==> src/rtl/connect_pkg.sv <==
// Shared definitions for the connect_* stream fabric blocks (merge, fork, schedulers).
package connect_pkg;

  localparam int CONNECT_DATA_WIDTH = 32;

  // Ceiling log2 for elaboration-time sizing; returns 0 for values <= 1.
  function automatic int clog2(input int value);
    int r;
    r = 0;
    for (int i = 0; i < 31; i++) begin
      if ((1 << i) < value) r = i + 1;
    end
    return r;
  endfunction

endpackage

==> src/rtl/connect_rr_pick.sv <==
// Round-robin picker: first requester at or after ptr, wrapping modulo CONNECT_NUM.
module connect_rr_pick
  import connect_pkg::*;
#(
  parameter int CONNECT_NUM = 3,
  parameter int INDEX_WIDTH = (clog2(CONNECT_NUM) < 1) ? 1 : clog2(CONNECT_NUM)
) (
  input  logic [CONNECT_NUM-1:0] req,
  input  logic [INDEX_WIDTH-1:0] ptr,
  output logic [INDEX_WIDTH-1:0] grant,
  output logic                   any
);

  int idx;

  // Scan from the farthest offset back toward ptr so the nearest requester wins.
  always_comb begin
    grant = '0;
    idx   = 0;
    any   = |req;
    for (int k = CONNECT_NUM - 1; k >= 0; k--) begin
      idx = int'(ptr) + k;
      if (idx >= CONNECT_NUM) idx = idx - CONNECT_NUM;
      if (req[idx]) grant = INDEX_WIDTH'(idx);
    end
  end

endmodule

==> src/rtl/connect_merge_rr.sv <==
// Round-robin N-to-1 stream merger with a 2-entry registered output buffer.
// Each word carries the index of the producer it was accepted from.
module connect_merge_rr
  import connect_pkg::*;
#(
  parameter int DATA_WIDTH  = CONNECT_DATA_WIDTH,
  parameter int CONNECT_NUM = 3,
  parameter int INDEX_WIDTH = 2
) (
  input  logic                              CLK,
  input  logic                              RST,
  input  logic [CONNECT_NUM-1:0]            RECEIVE_VALID,
  input  logic [DATA_WIDTH*CONNECT_NUM-1:0] RECEIVE_DATA,
  output logic [CONNECT_NUM-1:0]            RECEIVE_READY,
  output logic                              SEND_VALID,
  output logic [DATA_WIDTH-1:0]             SEND_DATA,
  output logic [INDEX_WIDTH-1:0]            SEND_INDEX,
  input  logic                              SEND_READY
);

  logic [INDEX_WIDTH-1:0] ptr;
  logic [INDEX_WIDTH-1:0] grant;
  logic [INDEX_WIDTH-1:0] ptr_next;
  logic [1:0]             count;
  logic [1:0]             count_next;
  logic                   any;
  logic                   space;
  logic                   push;
  logic                   pop;
  logic [DATA_WIDTH-1:0]  grant_data;
  logic [DATA_WIDTH-1:0]  head_data;
  logic [DATA_WIDTH-1:0]  tail_data;
  logic [INDEX_WIDTH-1:0] head_index;
  logic [INDEX_WIDTH-1:0] tail_index;

  connect_rr_pick #(
    .CONNECT_NUM (CONNECT_NUM),
    .INDEX_WIDTH (INDEX_WIDTH)
  ) u_pick (
    .req   (RECEIVE_VALID),
    .ptr   (ptr),
    .grant (grant),
    .any   (any)
  );

  // Space comes from registered count only, so SEND_READY never reaches RECEIVE_READY.
  assign space = (count < 2'd2);
  assign push  = space & any & ~RST;
  assign pop   = SEND_VALID & SEND_READY;

  assign grant_data = RECEIVE_DATA[DATA_WIDTH*int'(grant) +: DATA_WIDTH];
  assign ptr_next   = (int'(grant) == CONNECT_NUM - 1) ? '0 : grant + 1'b1;

  always_comb begin
    RECEIVE_READY = '0;
    if (push) RECEIVE_READY[grant] = 1'b1;
  end

  always_comb begin
    count_next = count;
    case ({push, pop})
      2'b10:   count_next = count + 2'd1;
      2'b01:   count_next = count - 2'd1;
      default: count_next = count;
    endcase
  end

  // Head is the output register itself; tail only holds the second word.
  always_ff @(posedge CLK) begin
    if (RST) begin
      count      <= 2'd0;
      ptr        <= '0;
      SEND_VALID <= 1'b0;
      head_data  <= '0;
      head_index <= '0;
      tail_data  <= '0;
      tail_index <= '0;
    end else begin
      count      <= count_next;
      SEND_VALID <= (count_next != 2'd0);
      if (push) ptr <= ptr_next;
      if (push && (count == 2'd0 || (count == 2'd1 && pop))) begin
        head_data  <= grant_data;
        head_index <= grant;
      end else if (pop) begin
        head_data  <= tail_data;
        head_index <= tail_index;
      end
      if (push && count == 2'd1 && !pop) begin
        tail_data  <= grant_data;
        tail_index <= grant;
      end
    end
  end

  assign SEND_DATA  = head_data;
  assign SEND_INDEX = head_index;

endmodule

==> config.mk <==
export PLATFORM = sky130hd
export DESIGN_NAME = connect_merge_rr
export DESIGN_NICKNAME = d
export VERILOG_FILES = /design/src/rtl/connect_pkg.sv /design/src/rtl/connect_rr_pick.sv /design/src/rtl/connect_merge_rr.sv
export SDC_FILE = /design/constraint.sdc
export NUM_CORES = 1
export LEC_CHECK = 0
export CORE_MARGIN = 4
export CORE_UTILIZATION = 40
export DETAILED_ROUTE_END_ITERATION = 10
export GPL_TIMING_DRIVEN = 0
export PLACE_DENSITY = 0.73
export SETUP_SLACK_MARGIN = 0.1
export SYNTH_ARGS = -nofsm -noshare
export SYNTH_HDL_FRONTEND = slang
export SYNTH_SLANG_ARGS = --single-unit
==> constraint.sdc <==
create_clock -name CLK -period 2.49 [get_ports CLK]
set_input_delay 0.498 -clock CLK [delete_from_list [all_inputs] [get_ports CLK]]
set_output_delay 0.498 -clock CLK [all_outputs]
set_load 0.01 [all_outputs]
* After elaboration in Yosys (flattened, before gate mapping)
Index checks and enable logic that the tools add are counted.
** Storage, ports and cells
- Register bits :: 73
- Input bits :: 102
- Output and inout port bits :: 38
- Logic and storage cells :: 68
** Operators by class
- Add/sub/neg operators :: 8
- Order comparisons :: 9
- Equality and inequality tests :: 4
- Shift operators :: 1
- Muxes and demuxes :: 24
- Bitwise logic cells :: 4
- Reduce and logical (&&, ||, !) cells :: 11
** Operators by type and width (count)
- $mux W32 :: 5
- $lt A32 B4 Y1 const B :: 3
- $shiftx A96 B8 Y32 :: 1
- $ge A32 B3 Y1 const B :: 2
- $sub A32 B3 Y32 const B :: 2
- $mux W2 :: 6
- $mux W1 :: 7
- $bmux W1 S2 :: 3
- $logic_and A1 B1 Y1 :: 5
- $add A2 B1 Y2 const B :: 2
- $eq A2 B1 Y1 const B :: 2
- $eq A2 B2 Y1 const B :: 2
- $pmux W2 S2 :: 1
- $reduce_bool A2 Y1 :: 2
- $add A2 B1 Y3 const B :: 1
- $add A2 B2 Y3 const B :: 1
- $and A1 B1 Y1 :: 3
- $lt A2 B3 Y1 const B :: 1
- $mux W3 :: 1
- $reduce_or A3 Y1 :: 1
- $sub A2 B2 Y3 const B :: 1
- $demux W1 S2 :: 1
- $ge A2 B1 Y1 const B :: 1
- $ge A2 B2 Y1 const B :: 1
- 6 further kinds :: 6

* Depth between registers and ports, before layout
- Depth in word-level cells :: 14
- Mapped depth :: 9
- Mapped depth without buffers :: 8

* Cells and area by module
Synthesis repeated with hierarchy kept, for this count alone.
** Second synthesis, totals
- Cell total of the unflattened synthesis :: 475
- Area, all modules :: 4087.7 um^2
** By module, submodules not included
- connect_merge_rr :: times used 1, cells an instance 455, area an instance 3937.5 um^2, sequential area each 1461.4 um^2
- connect_rr_pick :: times used 1, cells an instance 20, area an instance 150.1 um^2, sequential area each 0.0 um^2

* Least setup slack after synthesis
No wires, ideal clock.
- Path kind :: flip-flop to output port
- Start point :: register ptr[0]
- End point :: output port RECEIVE_READY[0]
- Data arrival time :: 1.934 ns
- Required time :: 1.992 ns
- Path slack :: 0.058 ns
- Stages on the path, launching flop included :: 8
- Path buffers :: 1
- Path through :: dfxtp_1 > inv_1 > ha_1 > a22oi_1 > o22ai_1 > o31ai_4 > buf_6 > and3_1
** Between the ends
- Longest elaborated chain between the ends :: 14
- Elaborated cells between the ends (all ways) :: 29
- Classes of those cells :: 5 x add/sub; 5 x order compare; 18 x mux; 1 x reduce/logical
** Ends and longest elaborated chain
- start: declaration :: RTL line connect_merge_rr.sv:21 : logic [INDEX_WIDTH-1:0] ptr;
- start signal: assignment :: RTL line connect_merge_rr.sv:81 : if (push) ptr <= ptr_next;
- $add A2 B2 Y3 :: RTL line connect_rr_pick.sv:22 : idx = int'(ptr) + k;
- $sub A32 B3 Y32 or $ge A32 B3 Y1 (tied branches) :: RTL line connect_rr_pick.sv:23 : if (idx >= CONNECT_NUM) idx = idx - CONNECT_NUM;
- $mux W32 :: RTL line connect_rr_pick.sv:23
- $bmux W1 S2 :: RTL line connect_rr_pick.sv:24 : if (req[idx]) grant = INDEX_WIDTH'(idx);
- $mux W1 (not written as such) (2 in series) :: RTL line connect_rr_pick.sv:24
- $mux W2 (2 in series) :: RTL line connect_rr_pick.sv:24
- $mux W2 * :: RTL line connect_rr_pick.sv:24
- $lt A2 B3 Y1 (not written as such) or $ge A2 B1 Y1 (tied branches) :: RTL line connect_merge_rr.sv:56 : if (push) RECEIVE_READY[grant] = 1'b1;
- $logic_and A1 B1 Y1 (not written as such) :: RTL line connect_merge_rr.sv:56
- $mux W1 (not written as such) :: RTL line connect_merge_rr.sv:56
- $demux W1 S2 * :: RTL line connect_merge_rr.sv:56
- $mux W3 * :: RTL line connect_merge_rr.sv:56
- end: declaration :: RTL line connect_merge_rr.sv:14 : output logic [CONNECT_NUM-1:0] RECEIVE_READY,
Every way passes the cells marked *; elsewhere a longest branch is shown, timed or not. The select of a mux whose other input is x is not followed.

* Worst setup path in the final report
- Start point :: register ptr[1]
- End point :: output port RECEIVE_READY[0]
Same word-level chain as after synthesis.

==> run_results.csv <==
group,metric,value,unit
placed_design,dpl.hpwl,11.2,mm
clock_tree,max-clock-path-buffers,2,
final_layout,syn_to_final_growth,55.9,%
synth,synth.distinct_cells,46,
sta,timing.final.ws_setup,-0.130,ns
floorplan,io_pins,140,
power,power_density,866,nW/um^2
floorplan,fp.coreArea,11000,um^2
sta,setup_viol,2,
final_layout,final_common_cell,"clkdlybuf4s50_1",
worst_setup_path,worst-endpoint-required,1.99,ns
hold_path,hp-class,"flip-flop to flip-flop",
worst_setup_path,arrival,2.12,ns
sta,tightest_slew,0.592,ns
power,pwr-share-comb,55.4,%
power,sw_frac_of_total,36.6,%
floorplan,rows,38,
final_layout,layout-drive-gt1-share,25.0,%
detailed_routing,via_count,5105,
synth,syn-instance-count,550,
power,p_int,0.00394,W
clock_tree,htreeDepth,3,
synth,syn-num-nets,659,
detailed_routing,dr.pass1.iters,5,
clock_tree,hold_buffers,0,
floorplan,die_area,13300,um^2
placed_design,dp_slack,-1.05,ns
global_route,antenna_found_initial,0,
floorplan,die_x,115,um
worst_setup_path,r2r-end,"SEND_DATA[22]$_SDFFE_PP0P_",
global_route,grt_util_met1,28.8,%
sta,skew,0.00517,ns
clock_tree,clk_pin_slew,0.06,ns
global_route,grt_max_degree,12,
sta,finalMaxSlewViolations,0,
global_route,met3_usage,4.37,%
job,cap_viol_max_count,0,
synth,yosysWarnings,0,
outcome,violations,"setup timing",
hold_path,worstHoldStart,"SEND_INDEX[1]$_SDFFE_PP0P_",
sta,max-slew-margin-rel,60.6,%
synth,synth_area_leaders,"dfxtp_1 32%, mux2i_1 7.4%, o32ai_1 6.1%, nor2_1 5.9%, a21oi_2 5.7%",
hold_path,holdPathStages,2,
detailed_routing,dr.first_iter.drc_count,316,
global_route,grt_usage,23.5,%
sta,fmax,382,MHz
global_route,grt_pass1_vias,5139,
power,seqPwrFrac,25.2,%
power,p_sw,0.00227,W
worst_setup_path,rr_worst_depth,10,
placed_design,portBuffers,138,
sta,rsz0062_at_grt,"true",
clock_tree,cts_sinks,73,
worst_setup_path,crit_path_max_fanout,5,
worst_setup_path,reg2reg_from,"ptr[1]$_SDFFE_PP0P_",
final_layout,final_area,7180,um^2
outcome,status,"finished, violations left",
global_route,grt_pass1_wl,25.0,mm
global_route,met2_usage,40.8,%
hold_path,min_to,"SEND_INDEX[1]$_SDFFE_PP0P_",
detailed_routing,drt_wl_total,16.7,mm
detailed_routing,wire_per_inst,19.4,um
synth,synthDominantCellAreaShare,31.7,%
sta,worst_hold_slack,0.464,ns
synth,synth_flop_cell,"dfxtp_1",
synth,synth-seq-cells,73,
clock_tree,clock_latency,0.33,ns
detailed_routing,route.detailed.drc,0,
placed_design,place_congestion,0.855,
synth,synthArstFlopShare,0,%
worst_setup_path,rrSetupSlack,0.09,ns
worst_setup_path,crit_path_start_kind,"flip-flop",
final_layout,nNetsFinal,826,
floorplan,die_h,115,um
worst_setup_path,crit_type,"flip-flop to primary output",
worst_setup_path,cp-end-kind,"primary output",
detailed_routing,vias_per_cell,5.94,
final_layout,diodes,0,
detailed_routing,ant_nets,0,
clock_tree,cts_made_buffers,9,
power,p_leak,2.60,nW
power,peakVddDrop,0.000566,V
sta,layout_min_cycle_time,2.62,ns
power,pwr-share-clk,19.4,%
sta,post-route-period-util,105,%
final_layout,fin_util,65.1,%
global_route,top_usage_layer,"met2",
clock_tree,clockRootBuffer,"clkbuf_16",
sta,finalHoldViolations,0,
final_layout,layout_common_cells,"132 x clkdlybuf4s50_1, 72 x nor2_1, 71 x dfxtp_1",
synth,netlist_area,4610,um^2
global_route,gr-total-overflow,0,
clock_tree,tritoncts,"built",
synth,yosys.area.top_type,"dfxtp_1",
synth,syn_avg_cell_area,8.37,um^2
placed_design,placed_cell_area,6170,um^2
synth,synth_edf_count,0,
floorplan,start_util,41.8,%
synth,yosysSeqAreaShare,31.7,%
==> logic make-up (layout without fill, tap and decap cells) <==
group                    after synthesis  after routing  synth area share [%]
buffers and inverters                 55            225                  6.79
AND/OR/NAND/NOR                      163            163                  16.7
flip-flops                            73             73                  31.7
AO/OA/AOI/OAI                        217            217                  35.2
adder cells (fa/ha/maj)                7              7                  1.90
multiplexers                          35             35                  7.63
==> stage by stage <==
stage	cells	setup TNS (ns)	total power [W]
finish	860	-0.222	0.00622
global route	860	-0.401	0.00650
CTS	856	-0.142	0.00556
detailed placement	828	-25.44	0.00409
global placement	828	-20.16	0.00402
floorplan	550	0	0.00310
==> metal layers <==
layer | part of all wire (%) | up-vias | wire, um
li1 | - | 2358 | -
met1 | 39 | 2462 | 6570
met2 | 50 | 243 | 8420
met3 | 8.0 | 42 | 1330
met4 | 2.2 | 0 | 367
met5 | 0 | - | 0
==> final cells by class <==
class / count / area (um^2)
Clock buffer: 11 / 253
Sequential cell: 73 / 1460
Multi-Input combinational cell: 422 / 3320
Inverter: 9 / 33.8
Clock inverter: 3 / 17.5
Buffer: 46 / 352
Fill cell: 890 / 3850
Timing Repair Buffer: 156 / 1560
Tap cell: 140 / 175
==> worst max-delay path, stage by stage (launching register included) <==
cell	delay, ns
dfxtp_2	0.33
buf_6	0.12
ha_4	0.26
a22oi_2	0.17
o22ai_2	0.13
o31ai_4	0.36
buf_6	0.15
and3_4	0.17
buf_6	0.10
==> flip-flops by register name (all words and copies together), names as in the netlist <==
name,cells
SEND_DATA,32
count,2
SEND_INDEX,2
tail_data,32
SEND_VALID,1
tail_index,2
ptr,2
==> Yosys cell counts (3+ instances only) <==
cell type   n
a21oi_1    40
a21oi_2    30
a22oi_1    20
a22oi_2    13
and3_1      3
buf_2      10
buf_6       9
clkbuf_1   24
dfxtp_1    73
ha_1        7
inv_1       7
mux2i_1    34
nand2_1    37
nand2b_1   35
nand3_1     3
nor2_1     73
o21a_1     33
o21ai_0    37
o32ai_1    32
==> power groups by stage <==
stage               clock network (W)  logic (W)  registers [W]
global route                  0.00127    0.00364        0.00159
global placement                    0    0.00245        0.00157
CTS                           0.00121    0.00278        0.00156
detailed placement                  0    0.00251        0.00158
floorplan                           0    0.00147        0.00164
finish                        0.00121    0.00344        0.00157
==> worst max path at each step <==
stage,from,end,cells past startpoint
2_1_floorplan,ptr[0]$_SDFFE_PP0P_,RECEIVE_READY[0],7
3_3_place_gp,RECEIVE_VALID[1],RECEIVE_READY[0],7
3_5_place_dp,RECEIVE_VALID[0],RECEIVE_READY[0],7
4_1_cts,ptr[1]$_SDFFE_PP0P_,RECEIVE_READY[0],9
5_1_grt,ptr[1]$_SDFFE_PP0P_,RECEIVE_READY[0],8
6_report,ptr[1]$_SDFFE_PP0P_,RECEIVE_READY[0],8
==> what timing repair did <==
action / 4_1_cts / 5_1_grt
resized for setup: 55 / 99
setup endpoints to repair: 70 / 68
setup buffers: 14 / 2
pin swaps: 9 / 3
gates cloned: 0 / 2
Note: power is estimated with default switching activity, not from simulation.
